===== src/rtl/uop_feeder.sv =====
// uop_feeder: per-thread micro-op buffer between decoder and scheduler
//   Ports:
//     clk, rst_n        clock, asynchronous active-low reset
//     flush_i           synchronous clear of buffer and issue history
//     wr_valid_i        decoder offers wr_uop_i/wr_last_i; wr_ready_o = ~full
//     consume_i         scheduler issued the head uop this cycle
//     uop_valid_o       head present; uop_next_o/uop_is_last_o describe it
//     uop_last_o        most recently consumed uop (IDLE_UOP after reset/flush)
//     inst_avail_o      at least one complete instruction buffered
//     level_o           entries held
module uop_feeder #(
   parameter int               DEPTH    = 8,
   parameter int               UOP_W    = 20,
   parameter logic [UOP_W-1:0] IDLE_UOP = 20'h00F00
) (
   input  logic                       clk,
   input  logic                       rst_n,
   input  logic                       flush_i,
   input  logic                       wr_valid_i,
   input  logic [UOP_W-1:0]           wr_uop_i,
   input  logic                       wr_last_i,
   output logic                       wr_ready_o,
   input  logic                       consume_i,
   output logic                       uop_valid_o,
   output logic [UOP_W-1:0]           uop_next_o,
   output logic                       uop_is_last_o,
   output logic [UOP_W-1:0]           uop_last_o,
   output logic                       inst_avail_o,
   output logic [$clog2(DEPTH+1)-1:0] level_o
);
   localparam int AW = $clog2(DEPTH);
   localparam int LW = $clog2(DEPTH+1);
   logic [UOP_W:0]     mem_q [DEPTH];
   logic [AW:0]        wr_ptr_q, wr_ptr_d, rd_ptr_q, rd_ptr_d;
   logic [LW-1:0]      level_q, level_d, cnt_q, cnt_d;
   logic [UOP_W-1:0]   uop_last_q, uop_last_d;
   logic [UOP_W:0]     head;
   logic               full, empty, push, pop;
   // Extra pointer bit separates full (MSBs differ) from empty (equal)
   assign empty = wr_ptr_q == rd_ptr_q;
   assign full  = (wr_ptr_q[AW] != rd_ptr_q[AW]) && (wr_ptr_q[AW-1:0] == rd_ptr_q[AW-1:0]);
   assign push  = wr_valid_i & ~full;
   assign pop   = consume_i & ~empty;
   assign head  = mem_q[rd_ptr_q[AW-1:0]];
   assign wr_ready_o    = ~full;
   assign uop_valid_o   = ~empty;
   assign uop_next_o    = empty ? IDLE_UOP : head[UOP_W-1:0];
   assign uop_is_last_o = ~empty & head[UOP_W];
   assign uop_last_o    = uop_last_q;
   assign inst_avail_o  = cnt_q != '0;
   assign level_o       = level_q;
   always_comb begin
      wr_ptr_d   = flush_i ? '0 : wr_ptr_q + (AW+1)'(push);
      rd_ptr_d   = flush_i ? '0 : rd_ptr_q + (AW+1)'(pop);
      level_d    = flush_i ? '0 : level_q + LW'(push) - LW'(pop);
      cnt_d      = flush_i ? '0 : cnt_q + LW'(push & wr_last_i) - LW'(pop & head[UOP_W]);
      uop_last_d = flush_i ? IDLE_UOP : pop ? head[UOP_W-1:0] : uop_last_q;
   end
   always_ff @(posedge clk or negedge rst_n) begin
      if (!rst_n) begin
         wr_ptr_q   <= '0;
         rd_ptr_q   <= '0;
         level_q    <= '0;
         cnt_q      <= '0;
         uop_last_q <= IDLE_UOP;
      end else begin
         wr_ptr_q   <= wr_ptr_d;
         rd_ptr_q   <= rd_ptr_d;
         level_q    <= level_d;
         cnt_q      <= cnt_d;
         uop_last_q <= uop_last_d;
      end
   end
   // Storage is not reset; a flushed push is simply never made visible
   always_ff @(posedge clk) begin
      if (push && !flush_i) mem_q[wr_ptr_q[AW-1:0]] <= {wr_last_i, wr_uop_i};
   end
endmodule


===== config.mk =====
export PLATFORM = sky130hd
export DESIGN_NAME = uop_feeder
export DESIGN_NICKNAME = d
export VERILOG_FILES = /design/src/rtl/uop_feeder.sv
export SDC_FILE = /design/constraint.sdc
export NUM_CORES = 1
export LEC_CHECK = 0
export CORE_MARGIN = 3
export CORE_UTILIZATION = 30
export DETAILED_ROUTE_END_ITERATION = 8
export GPL_ROUTABILITY_DRIVEN = 0
export PLACE_DENSITY_LB_ADDON = 0.2
export SETUP_SLACK_MARGIN = 0.1
export SLEW_MARGIN = 20
export SYNTH_ARGS = -nofsm -noshare
export SYNTH_HDL_FRONTEND = slang
export SYNTH_SLANG_ARGS = --single-unit

===== constraint.sdc =====
create_clock -name clk -period 11.15 [get_ports clk]
set_clock_uncertainty 0.05 [all_clocks]
set_input_delay 1.6725 -clock clk [delete_from_list [all_inputs] [get_ports clk]]
set_output_delay 1.6725 -clock clk [all_outputs]
set_load 0.05 [all_outputs]

==> impl_metrics.yaml <==
outcome:
  status: "complete, no violations"
hold_path:
  hold_depth: 2
  hold_path.class: "register to register"
clock_network:
  cts_resized: 0
  cts_sinks: 204
  cts_tree: "done"
  clockBufferDepth: 3
  cts_setup_buffers: 0
  ctsHtreeMaxLevel: 1
  root_buffer: "clkbuf_16"
  cts_inserted_buffers: 23
  clock_latency_ns: 0.49
  cts_hold_buf: 0
  clk_pin_slew_ns: 0.06
sta:
  finalCritPeriodShare_pct: 46.63
  setup_viol_count_final: 0
  hold_viol: 0
  maxClockFrequency_mhz: 192.3
  slew_violations: 0
  worstMarginPinSlew_ns: 0.9482
  setup_tns_ns: 0
  min_period_ns: 5.200
  rsz0062_at_grt: "false"
  slew_headroom_pct: 36.31
worst_setup_path:
  cp.arrival_ns: 3.48
  end_kind: "output pin"
  crit_required_ns: 9.43
  path_class: "register to output pin"
  ff2ff_path_depth: 9
  cp_max_fo: 27
  worstSetupStartpointType: "register"
synthesis:
  synth_seq_area_share_pct: 71.75
  yosysWarnings: 0
  syn_area_sq_um: 8294
  synth_top_area_cell: "edfxtp_1"
  async_flop_share_pct: 17.65
  syn-num-nets: 481
  synthTopCellsByArea: "edfxtp_1 (61%), dfrtp_1 (9.7%), mux4_2 (9.5%)"
  syn_area_per_cell_sq_um: 18.85
  synth.distinct_cells: 34
  postSynthCellCount: 440
  synth_edf_count: 168
  synthFlopType: "edfxtp_1"
  yosysTopAreaCellShare_pct: 60.82
  synth_seq_cells: 204
power_and_ir_drop:
  vdd_drop_max_mv: 0.08199
  combPwrFrac_pct: 24.8
  p_total_mw: 2.192
  power.density_nw_per_um2: 214.9
  clkPwrFrac_pct: 34.4
  seqPwrFrac_pct: 40.8
  leakage_nw: 3.370
  intPower_mw: 1.533
  p_sw_share_pct: 30.04
  p_sw_mw: 0.6584
floorplan:
  io-pin-count: 74
  rows: 60
  dieArea_sq_um: 29680
  start_util_pct: 30.69
  fp.dieW_microns: 172.3
  die_y_microns: 172.3
  coreArea_sq_um: 27030
placement:
  hpwl_microns: 11220
  port-buffer-count: 73
grt:
  grt-ovfl-total: 0
  grt_max_degree: 44
  grt_pass1_vias: 4504
  antenna_found_initial: 0
  globalRouteTotalUtil_pct: 12.75
  grt_pass1_wl_microns: 28150
final_layout:
  fillCellCount: 2491
  multiInputGateArea_sq_um: 2208
  area_growth_pct: 22.98
  register_area_sq_um: 5954
  n_antenna_cell: 0
  layout.nets: 566
  drive_above_1_share_pct: 18.30
routing:
  drc: 0
  wl_microns: 18540
  firstDrtPassIters: 4
  drtIter0Drc: 220
  wl_per_cell_microns: 21.02
  post_drt_via_cell_ratio: 4.796
  num_vias: 4230
  postRouteAntennaNets: 0
run:
  drv_cap: 0
-- worst max-delay path, stage by stage, from the launching register on --
cell,delay (ns)
dfrtp_2,0.69
buf_4,0.56
mux4_1,0.61
mux2i_1,0.30
nor2_1,0.07
clkdlybuf4s50_1,0.73
-- final cells by class --
cell class / count / area share, %
inverters: 12 / 0.4416
clock inverters: 8 / 1.386
clock buffers: 33 / 6.011
well taps: 341 / 4.183
multi-input cells: 199 / 21.65
repair buffers: 85 / 7.949
flip-flops and latches: 204 / 58.38
-- power groups by stage --
stage          registers (mW)  logic (mW)  clock network [mW]
2_1_floorplan           0.966       0.315                   0
3_3_place_gp            0.909       0.544                   0
3_5_place_dp            0.911       0.549                   0
4_1_cts                 0.896       0.552               0.776
5_1_grt                 0.899       0.580               0.810
6_report                0.894       0.543               0.755
-- routing by layer --
layer,global-route usage (%),part of all wire [%],vias to the layer above
met5,0,0,-
met4,2.812,1.4,0
met3,2.126,3.9,25
met2,21.35,50,78
met1,17.62,45,2226
li1,-,-,1901
-- cells in the mapped netlist, types with 2 or more instances --
master and number:
clkbuf_1 5, buf_4 5, xor2_1 7, a211oi_1 19, nor2b_1 8, mux2i_1 21
inv_1 11, nand2b_1 2, a21oi_1 6, a21o_1 2, nand3_1 2, buf_2 8
fa_1 2, nor4_1 2, nor2_1 44, ha_1 13, nor3_1 4, nor4b_1 2
xnor2_1 10, mux4_1 7, dfrtp_1 32, dfstp_2 4, buf_6 6, edfxtp_1 168
nand2_1 7, mux4_2 35
-- worst paths after layout --
path,start,to,slack (ns)
max in group asynchronous,rst_n,rd_ptr_q[1]$_DFF_PN0_,9.10
min in group asynchronous,rst_n,cnt_q[2]$_DFF_PN0_,1.28
setup / recovery,rd_ptr_q[1]$_DFF_PN0_,uop_next_o[19],5.95
hold reg to reg,uop_last_o[1]$_DFFE_PN0P_,uop_last_o[1]$_DFFE_PN0P_,0.51
setup reg to reg,rd_ptr_q[1]$_DFF_PN0_,cnt_q[2]$_DFF_PN0_,7.95
hold / removal,uop_last_o[1]$_DFFE_PN0P_,uop_last_o[1]$_DFFE_PN0P_,0.51
-- state kept, by name, indices dropped and copies added (netlist names) --
register and cells:
wr_ptr_q 4, cnt_q 4, uop_last_o 20, level_o 4, mem_q 168, rd_ptr_q 4
-- cells by family (layout without fill, tap and decap cells) --
| family | Yosys count | after routing | synth area share (%) |
|---|---|---|---|
| multiplexers | 63 | 63 | 14.26 |
| adder cells (fa/ha/maj) | 15 | 15 | 2.444 |
| AND/OR/NAND/NOR | 74 | 74 | 4.103 |
| buffers and inverters | 37 | 138 | 2.761 |
| AO/OA/AOI/OAI | 30 | 30 | 2.896 |
| flip-flops | 204 | 204 | 71.75 |
| XOR/XNOR | 17 | 17 | 1.795 |
-- layout by cell type, fill, tap and decap left out --
cell               n
nor3_2             2
nor3_1             2
inv_2              1
clkbuf_1          10
nor2_4             2
xnor2_1           10
nand3b_1           1
nor2_1            42
bufinv_16          4
inv_1             11
mux4_1             7
a21o_1             2
nand3_1            2
dfrtp_1           29
a211oi_2           1
mux4_2            35
o41a_2             1
clkinv_1           1
a211oi_1          19
nand2b_1           2
clkinv_2           2
clkinvlp_4         1
edfxtp_1         168
fa_1               2
clkbuf_16         23
dfrtp_2            3
ha_1              13
xor2_1             7
a21oi_1            6
dfstp_2            4
a41oi_4            1
buf_2              2
nor4b_4            2
nor4_4             3
mux2i_1           21
nand2_1            7
nor2b_1            8
nand4_1            1
clkdlybuf4s50_1   71
buf_4             12
-- metrics by stage --
stage	setup slack [ns]	instance area (sq um)	util, %	instances	hold slack (ns)
finish	5.950	10200	37.74	882	0.5149
detailed placement	6.364	9445	34.95	841	0.5103
CTS	5.827	10200	37.74	882	0.5187
global route	5.714	10200	37.74	882	0.5324
floorplan	6.299	8294	-	440	0.5109
global placement	6.380	9445	34.95	841	0.5076
Note: power is estimated with default switching activity, not from simulation.
